[config.mk]
export PLATFORM = sky130hd
export DESIGN_NAME = pipelined_adder
export DESIGN_NICKNAME = d
export VERILOG_FILES = /design/src/rtl/adder_pkg.sv /design/src/rtl/chunk_adder.sv /design/src/rtl/pipelined_adder.sv
export SDC_FILE = /design/constraint.sdc
export NUM_CORES = 1
export LEC_CHECK = 0
export BUFFER_PORTS_ARGS = -buffer_cell sky130_fd_sc_hd__buf_2
export CAP_MARGIN = 10
export CORE_ASPECT_RATIO = 0.9
export CORE_MARGIN = 2
export CORE_UTILIZATION = 52
export CTS_CLUSTER_DIAMETER = 50
export DETAILED_ROUTE_END_ITERATION = 7
export PLACE_DENSITY = 0.76
export SLEW_MARGIN = 5
export SYNTH_ARGS = -nofsm -noshare
export SYNTH_HDL_FRONTEND = slang
export SYNTH_SLANG_ARGS = --single-unit
[constraint.sdc]
create_clock -name clk -period 1.8 [get_ports clk]
set_clock_uncertainty 0.05 [all_clocks]
set_input_delay 0.18 -clock clk [delete_from_list [all_inputs] [get_ports clk]]
set_output_delay 0.18 -clock clk [all_outputs]
set_load 0.05 [all_outputs]
[src/rtl/adder_pkg.sv]
// Shared definitions for the pipelined add/subtract unit: mode encoding and
// the signed-overflow rule.
package adder_pkg;

  localparam logic MODE_ADD = 1'b0;
  localparam logic MODE_SUB = 1'b1;

  // b_msb is the raw operand MSB (before SUB inversion).
  function automatic logic ovf_f(input logic a_msb, input logic b_msb,
                                 input logic s_msb, input logic mode);
    logic sign_match;
    sign_match = (mode == MODE_SUB) ? (a_msb != b_msb) : (a_msb == b_msb);
    return sign_match && (s_msb != a_msb);
  endfunction

endpackage

[src/rtl/chunk_adder.sv]
// Combinational CHUNK-bit adder slice with carry-in and carry-out.
module chunk_adder #(
  parameter int unsigned CHUNK = 4
) (
  input  logic [CHUNK-1:0] a_i,
  input  logic [CHUNK-1:0] b_i,
  input  logic             cin_i,
  output logic [CHUNK-1:0] sum_o,
  output logic             cout_o
);

  localparam int unsigned CW = CHUNK + 1;

  logic [CW-1:0] total;

  always_comb begin
    total = CW'(a_i) + CW'(b_i) + CW'(cin_i);
  end

  assign sum_o  = total[CHUNK-1:0];
  assign cout_o = total[CHUNK];

endmodule

[src/rtl/pipelined_adder.sv]
// Pipelined add/subtract: one CHUNK-bit carry slice is resolved per stage,
// with valid/ready handshakes at both ends and carry/overflow/zero flags.
module pipelined_adder
  import adder_pkg::*;
#(
  parameter int unsigned WIDTH = 16,
  parameter int unsigned CHUNK = 4
) (
  input  logic             clk,
  input  logic             rst_n,
  input  logic             in_valid,
  output logic             in_ready,
  input  logic [WIDTH-1:0] in_a,
  input  logic [WIDTH-1:0] in_b,
  input  logic             in_cin,
  input  logic             in_mode,
  output logic             out_valid,
  input  logic             out_ready,
  output logic [WIDTH-1:0] out_sum,
  output logic             out_cout,
  output logic             out_ovf,
  output logic             out_zero
);

  localparam int unsigned STAGES = WIDTH / CHUNK;
  localparam int unsigned LAST   = STAGES - 1;

  // The whole pipeline moves as one; a held result freezes every stage behind it.
  logic advance;
  assign advance  = !out_valid || out_ready;
  assign in_ready = advance;

  for (genvar k = 0; k < STAGES; k++) begin : g_stage
    localparam int unsigned RW = WIDTH - k * CHUNK;  // operand bits not yet resolved
    localparam int unsigned SW = (k + 1) * CHUNK;    // result bits resolved so far

    logic [RW-1:0]    a_src;
    logic [RW-1:0]    b_src;
    logic             v_src;
    logic             m_src;
    logic             c_src;
    logic [CHUNK-1:0] slice_sum;
    logic             slice_cout;
    logic [SW-1:0]    sum_d, sum_q;
    logic             vld_d, vld_q;
    logic             mode_d, mode_q;
    logic             cy_d, cy_q;

    if (k == 0) begin : g_first
      // SUB inverts B and forces the carry-in to 1, so every slice only adds.
      always_comb begin
        v_src = in_valid;
        m_src = in_mode;
        a_src = in_a;
        b_src = (in_mode == MODE_SUB) ? ~in_b : in_b;
        c_src = (in_mode == MODE_SUB) ? 1'b1 : in_cin;
      end
      assign sum_d = slice_sum;
    end else begin : g_next
      always_comb begin
        v_src = g_stage[k-1].vld_q;
        m_src = g_stage[k-1].mode_q;
        a_src = g_stage[k-1].g_fwd.a_q;
        b_src = g_stage[k-1].g_fwd.b_q;
        c_src = g_stage[k-1].cy_q;
      end
      assign sum_d = {slice_sum, g_stage[k-1].sum_q};
    end

    chunk_adder #(
      .CHUNK (CHUNK)
    ) u_chunk (
      .a_i    (a_src[CHUNK-1:0]),
      .b_i    (b_src[CHUNK-1:0]),
      .cin_i  (c_src),
      .sum_o  (slice_sum),
      .cout_o (slice_cout)
    );

    always_comb begin
      vld_d  = v_src;
      mode_d = m_src;
      cy_d   = slice_cout;
    end

    // Data only loads behind a valid token, so bubbles leave the last result in place.
    always_ff @(posedge clk or negedge rst_n) begin
      if (!rst_n) begin
        vld_q  <= 1'b0;
        mode_q <= MODE_ADD;
        cy_q   <= 1'b0;
        sum_q  <= '0;
      end else if (advance) begin
        vld_q <= vld_d;
        if (vld_d) begin
          mode_q <= mode_d;
          cy_q   <= cy_d;
          sum_q  <= sum_d;
        end
      end
    end

    if (k < LAST) begin : g_fwd
      logic [RW-CHUNK-1:0] a_d, a_q;
      logic [RW-CHUNK-1:0] b_d, b_q;

      assign a_d = a_src[RW-1:CHUNK];
      assign b_d = b_src[RW-1:CHUNK];

      always_ff @(posedge clk or negedge rst_n) begin
        if (!rst_n) begin
          a_q <= '0;
          b_q <= '0;
        end else if (advance && vld_d) begin
          a_q <= a_d;
          b_q <= b_d;
        end
      end
    end else begin : g_last
      logic amsb_d, amsb_q;
      logic bmsb_d, bmsb_q;

      // The final slice holds both operand MSBs; keep raw B's sign for overflow.
      assign amsb_d = a_src[CHUNK-1];
      assign bmsb_d = b_src[CHUNK-1] ^ m_src;

      always_ff @(posedge clk or negedge rst_n) begin
        if (!rst_n) begin
          amsb_q <= 1'b0;
          bmsb_q <= 1'b0;
        end else if (advance && vld_d) begin
          amsb_q <= amsb_d;
          bmsb_q <= bmsb_d;
        end
      end

      assign out_valid = vld_q;
      assign out_sum   = sum_q;
      assign out_cout  = cy_q;
      assign out_ovf   = vld_q & ovf_f(amsb_q, bmsb_q, sum_q[WIDTH-1], mode_q);
      assign out_zero  = vld_q & (sum_q == '0);
    end
  end

endmodule

==> results of run 1 <==
[sequential cells by signal (all words and copies together), names as in the netlist]
register / count
g_stage.cy_q: 3
g_stage.g_fwd.a_q: 24
g_stage.g_fwd.b_q: 24
g_stage.g_last.amsb_q: 1
g_stage.g_last.bmsb_q: 1
g_stage.mode_q: 4
g_stage.sum_q: 24
g_stage.vld_q: 3
out_cout: 1
out_sum: 16
out_valid: 1
[layout make-up]
class	count	area (um^2)	area share (%)
Clock buffer	9	124	2.25
Clock inverter	7	73.8	1.34
Inverter	14	55.1	0.998
Multi-Input combinational cell	216	1940	35.2
Sequential cell	102	2570	46.6
Tap cell	119	149	2.70
Timing Repair Buffer	90	607	11.0
[metal layers]
layer,vias to the layer above,part of all wire [%],global-route usage (%)
li1,1398,-,-
met1,1462,49,29.9
met2,51,46,29.8
met3,8,3.1,4.48
met4,0,0.96,4.93
met5,-,0,0
[cells in the mapped netlist]
| master | n | area [um^2] |
|---|---|---|
| clkbuf_1 | 4 | 15.0 |
| nand2b_1 | 2 | 12.5 |
| and3_4 | 1 | 11.3 |
| inv_2 | 1 | 3.75 |
| nand3b_1 | 1 | 7.51 |
| inv_1 | 13 | 48.8 |
| nand3_1 | 3 | 15.0 |
| nor3_1 | 3 | 15.0 |
| nor4_1 | 3 | 18.8 |
| mux2i_1 | 1 | 10.0 |
| nor2_1 | 3 | 11.3 |
| o21ai_1 | 1 | 5.00 |
| buf_6 | 3 | 33.8 |
| and3b_1 | 3 | 26.3 |
| nand2_2 | 2 | 12.5 |
| nor2b_4 | 1 | 13.8 |
| mux2_2 | 69 | 777 |
| a311o_1 | 1 | 10.0 |
| buf_4 | 5 | 37.5 |
| fa_1 | 8 | 160 |
| nor2b_1 | 3 | 18.8 |
| a21o_1 | 1 | 7.51 |
| o31ai_1 | 3 | 22.5 |
| and2_1 | 1 | 6.26 |
| nand4_1 | 1 | 6.26 |
| dfrtp_1 | 102 | 2550 |
| a21oi_1 | 9 | 45.0 |
| nand2_1 | 2 | 7.51 |
| xor2_1 | 7 | 61.3 |
| ha_1 | 12 | 150 |
| a2111oi_0 | 1 | 8.76 |
| o21ai_0 | 52 | 260 |
| nor4b_1 | 1 | 8.76 |
| buf_2 | 2 | 10.0 |
| a21boi_0 | 4 | 30.0 |
| a2bb2oi_1 | 1 | 8.76 |
| xnor2_1 | 15 | 131 |
| nand2_4 | 1 | 11.3 |
[cells by family after synthesis]
| family | Yosys count | synth area share [%] |
|---|---|---|
| buf+inv | 28 | 3.24 |
| xor+xnor | 22 | 4.20 |
| compound gates | 73 | 8.66 |
| simple gates | 31 | 4.41 |
| flops | 102 | 55.6 |
| mux | 70 | 17.1 |
| fa+ha+maj | 20 | 6.76 |
[worst max-delay path, cell delays in order (launching register included)]
cell     delay (ps)
dfrtp_2         420
nor4_2          270
nand4_1         190
nor4_4          180
buf_6           190
[where the power goes]
group          internal [mW]  leakage [nW]  switching [mW]  total (mW)
Combinational           1.94          1.16            2.25        4.19
Sequential              3.35          1.22           0.727        4.07
Clock                  0.648        0.0996           0.781        1.43
Total                   5.93          2.47            3.76        9.69
[worst max path at each step]
stage,depth (start not counted),startpoint,slack [ps],end
2_1_floorplan,3,out_sum[14],-10,out_zero
3_3_place_gp,5,g_stage[0].cy_q,-8,g_stage[1].cy_q
3_5_place_dp,5,g_stage[0].cy_q,-30,g_stage[1].cy_q
4_1_cts,4,out_sum[2],-90,out_zero
5_1_grt,4,out_sum[2],-160,out_zero
6_report,4,out_sum[2],-40,out_zero
[timing repair]
| action | CTS | global route |
|---|---|---|
| setup endpoints to repair | 5 | 5 |
| pin swaps | 3 | 6 |
| endpoints found under the hold margin | 38 | 0 |
| hold buffers | 12 | 0 |
| gates resized for setup | 6 | 7 |
| buffers inserted | 4 | 0 |
==> flow_summary_export.csv, run 1 <==
group,metric,value,unit
grt,antenna_found_initial,0,
worst_setup_path,cp.required,1570,ps
timing,worst_slew_pin_slew,451,ps
power_and_ir_drop,power_density,1760,mW/mm^2
clock_tree,cts-buffers-inserted,9,
worst_setup_path,setup.worst_path.start_class,"flop",
die,die_w,103,um
route,drt_wl_total,8.58,mm
logic_synthesis,syn-cell-area,0.00459,mm^2
layout,stdcell_area,0.00552,mm^2
layout,n_antenna_cell,0,
clock_tree,clk_pin_slew,90,ps
clock_tree,clock-root-buffer,"clkbuf_8",
layout,area_delta_synth_final,20.1,%
power_and_ir_drop,peakVddDrop,0.000861,V
status,status,"finished with violations",
logic_synthesis,synthCells,346,
route,num_vias,2919,
place,dp_slack,-34.0,ps
logic_synthesis,synth.distinct_cells,38,
place,post-dp-hpwl,6.30,mm
min_path,min_path_cells,2,
layout,drive_gt1_share,43.4,%
die,fp.dieH,93.2,um
layout,final_common_cell,"dfrtp_1",
place,routabilityCongestion,0.800,
die,die-area,0.00960,mm^2
timing,finalMaxSlewViolations,0,
layout,most-common-layout-cells,"90 x dfrtp_1, 69 x mux2_2, 54 x buf_2",
die,core-area,0.00857,mm^2
logic_synthesis,yosysWarnings,0,
layout,nets,491,
layout,num-fill-cells,667,
grt,gr-usage-all-layers,20.0,%
grt,grt_overflow,0,
die,initial_utilization,53.6,%
grt,grt_pass1_vias,2953,
grt,grt_first_pass_wirelength,14.8,mm
route,drcViolationCount,0,
timing,holdWs,39.8,ps
clock_tree,cts_tree,"done",
worst_setup_path,ff2ff_path_depth,5,
timing,relSlewSlack,69.8,%
power_and_ir_drop,leakage,2.47,nW
timing,fin_crit_sh,102,%
layout,stdcell_count,557,
timing,clock.fmax,542,MHz
timing,finalHoldViolCount,0,
layout,final_util,64.4,%
status,violations,"setup timing",
worst_setup_path,timing.rr.start,"g_stage[0].g_fwd.b_q[0]",
die,io_pins,59,
route,wl_per_cell,15.4,um
timing,setup_ws,-44.3,ps
logic_synthesis,synth-seq-area-share,55.6,%
power_and_ir_drop,power.total,9.69,mW
place,place_inst,525,
worst_setup_path,rr_endpoint,"g_stage[1].cy_q",
route,drtIter0Drc,90,
clock_tree,cts_buffer_depth,2,
clock_tree,clock_latency,360,ps
worst_setup_path,critPathCaptureType,"output port",
logic_synthesis,syn_nets,404,
route,ant_nets,0,
logic_synthesis,ys_ff_latch,102,
worst_setup_path,worstSetupPathType,"flop to output port",
grt,grt_max_degree,32,
worst_setup_path,cp_max_fo,2,
place,placed_area,0.00512,mm^2
timing,final.setup.tns,-44.3,ps
min_path,hp-start,"in_a[14]",
timing,rsz0062_at_grt,"yes",
route,drt-pass1-iter-count,7,
clock_tree,clock-sinks,102,
worst_setup_path,crit_arrival,1610,ps
min_path,whs_endpoint,"g_stage[0].g_fwd.a_q[10]",
logic_synthesis,avgSynthCellArea,13.3,um^2
timing,setup_viol,1,
run,maxCapViolations,0,
timing,period_minus_slack,1840,ps
place,port_buffers,58,
worst_setup_path,reg2reg_slack,60,ps
die,placementRows,32,
clock_tree,cts-htree-levels,3,
min_path,hold_class,"input pin to flop",
route,vias_per_cell,5.24,
Note: power is estimated with default switching activity, not from simulation.
==> run 2, diff against run 1 <==
- REMOVE_ABC_BUFFERS: unset -> 1
==> run 2 against run 1 <==
- the flow still finishes with violations (setup timing)
- core utilization fell by 1.0 points
- non-clock buffer count fell by 4
- first-iteration DRC count fell by 1.1%
- final area fell by 1.6%
- combinational power fell by 2%
- via count rose by 0.17%
- sequential share of layout area rose by 0.49 points
- register-to-register slack improved by 20 ps
==> flow_summary_export.csv, run 2 (synthesis results as in run 1) <==
group,metric,value,unit
power_and_ir_drop,power.internal,5.79,mW
grt,gr-usage-all-layers,19.9,%
timing,worst_slew_pin_slew,350,ps
layout,area_delta_synth_final,18.2,%
route,drt_wl_total,8.75,mm
place,place_inst,525,
route,ant_nets,0,
worst_setup_path,crit_arrival,1650,ps
route,num_vias,2924,
clock_tree,clock-sinks,102,
power_and_ir_drop,p_sw,3.71,mW
die,io_pins,59,
place,routabilityCongestion,0.786,
place,placed_area,0.00508,mm^2
clock_tree,clock_latency,360,ps
timing,rsz0062_at_grt,"yes",
timing,finalMaxSlewViolations,0,
power_and_ir_drop,power_density,1750,mW/mm^2
die,die-area,0.00960,mm^2
run,maxCapViolations,0,
layout,final_common_cell,"dfrtp_1",
clock_tree,cts-htree-levels,3,
layout,most-common-layout-cells,"102 x dfrtp_1, 69 x mux2_2, 55 x buf_2",
die,fp.dieH,93.2,um
timing,finalHoldViolCount,0,
power_and_ir_drop,clkPwrFrac,14.3,%
clock_tree,cts_tree,"done",
layout,stdcell_area,0.00543,mm^2
power_and_ir_drop,leakage,2.45,nW
route,vias_per_cell,5.29,
timing,fin_crit_sh,104,%
worst_setup_path,critPathCaptureType,"output port",
clock_tree,cts-buffers-inserted,9,
status,status,"finished with violations",
route,drcViolationCount,0,
layout,reg_top3,"g_stage.g_fwd.a_q: 24 flops, g_stage.g_fwd.b_q: 24 flops, g_stage.sum_q: 24 flops",
worst_setup_path,critPathMaxStageDelay,430,ps
grt,grt_max_degree,44,
timing,relSlewSlack,76.0,%
route,drtIter0Drc,89,
worst_setup_path,slowest_stage,"dfrtp_1",
timing,setup_ws,-80.0,ps
worst_setup_path,worstSetupPathType,"flop to output port",
clock_tree,clk_pin_slew,100,ps
timing,clock.fmax,532,MHz
grt,grt_first_pass_wirelength,14.5,mm
worst_setup_path,cp_cell_sequence,"nor4b_2 -> nand4_1 -> nor4_2 -> buf_4",
layout,stdcell_count,553,
grt,antenna_found_initial,0,
clock_tree,cts_buffer_depth,2,
route,drt-pass1-iter-count,4,
layout,nets,487,
worst_setup_path,cp.required,1570,ps
die,core-area,0.00857,mm^2
timing,period_minus_slack,1880,ps
layout,drive_gt1_share,39.4,%
power_and_ir_drop,seq_power_share,42.5,%
power_and_ir_drop,p_sw_share,39.1,%
worst_setup_path,setup.worst_path.start_class,"flop",
timing,setup_viol,1,
place,port_buffers,58,
power_and_ir_drop,peakVddDrop,0.000722,V
die,die_w,103,um
grt,grt_overflow,0,
route,wl_per_cell,15.8,um
layout,n_antenna_cell,0,
layout,final_util,63.3,%
status,violations,"setup timing",
worst_setup_path,cp_max_fo,3,
power_and_ir_drop,power.total,9.50,mW
power_and_ir_drop,combPwrFrac,43.2,%
min_path,hold_class,"input pin to flop",
die,placementRows,32,
place,post-dp-hpwl,6.34,mm
clock_tree,clock-root-buffer,"clkbuf_8",
grt,grt_pass1_vias,2972,
die,initial_utilization,53.6,%
[run 2: cell count changes in the layout (fill, tap and decap cells not counted), moves of 2 or more]
cell / change
buf_6: -3
clkbuf_8: +2
clkinv_2: -2
clkinvlp_4: +2
dfrtp_1: +12
dfrtp_2: -12
fa_1: +2
fa_2: -2
[run 2: path summary, 6_finish.rpt]
kind / from / endpoint / slack [ps] / cells after the start
max in group asynchronous: rst_n / out_sum[1] / 960 / 3
worst max register to register: g_stage[0].cy_q / g_stage[1].cy_q / 80 / 5
min in group asynchronous: rst_n / g_stage[0].g_fwd.a_q[2] / 180 / 2
worst min register to register: g_stage[1].sum_q[4] / g_stage[1].sum_q[4] / 460 / 1
worst min-delay path: in_a[6] / g_stage[0].g_fwd.a_q[2] / 20 / 2
worst max-delay path: out_sum[0] / out_zero / -80 / 4
[run 2: critical path: cells and delay by family (launching register included)]
family,cells,cell delay [ps]
simple gates,3,630
flops,1,430
buf+inv,1,230
[run 2: area by class of cell]
| type | count | area, um^2 |
|---|---|---|
| fillers | 714 | 3140 |
| flip-flops and latches | 102 | 2550 |
| multi-input cells | 216 | 1930 |
| repair buffers | 86 | 561 |
| clock buffers | 12 | 155 |
| well taps | 119 | 149 |
| inverters | 14 | 52.6 |
| clock inverters | 4 | 31.3 |
[run 2: power groups by stage]
stage	registers [mW]	clock network [mW]	logic, mW
floorplan	4.51	0	2.39
global placement	4.00	0	3.92
detailed placement	4.07	0	4.06
CTS	4.04	1.39	4.11
global route	4.17	1.48	4.51
finish	4.04	1.36	4.11
[run 2: timing repair]
item,in CTS,in global routing
setup buffers,0,1
hold buffers,11,0
pin swaps,2,0
gates resized for setup,5,6
endpoints found under the setup margin,3,19
endpoints found under the hold margin,112,0
[run 2: routing by layer]
layer | vias to the layer above | share of wire [%] | global-route usage (%)
li1 | 1383 | - | -
met1 | 1467 | 45 | 27.6
met2 | 64 | 49 | 32.1
met3 | 10 | 4.3 | 2.99
met4 | 0 | 1.5 | 6.80
met5 | - | 0 | 0
[run 2: through the flow]
| stage | setup WS (ps) | TNS, ps | hold WS (ps) |
|---|---|---|---|
| 3_5_place_dp | -94.0 | -233 | 27.4 |
| 6_report | -80.0 | -80.0 | 18.3 |
| 5_1_grt | -244 | -244 | 4.76 |
| 3_3_place_gp | -7.12 | -7.12 | 28.6 |
| 4_1_cts | -144 | -144 | 2.69 |
| 2_1_floorplan | -917 | -35650 | -166 |
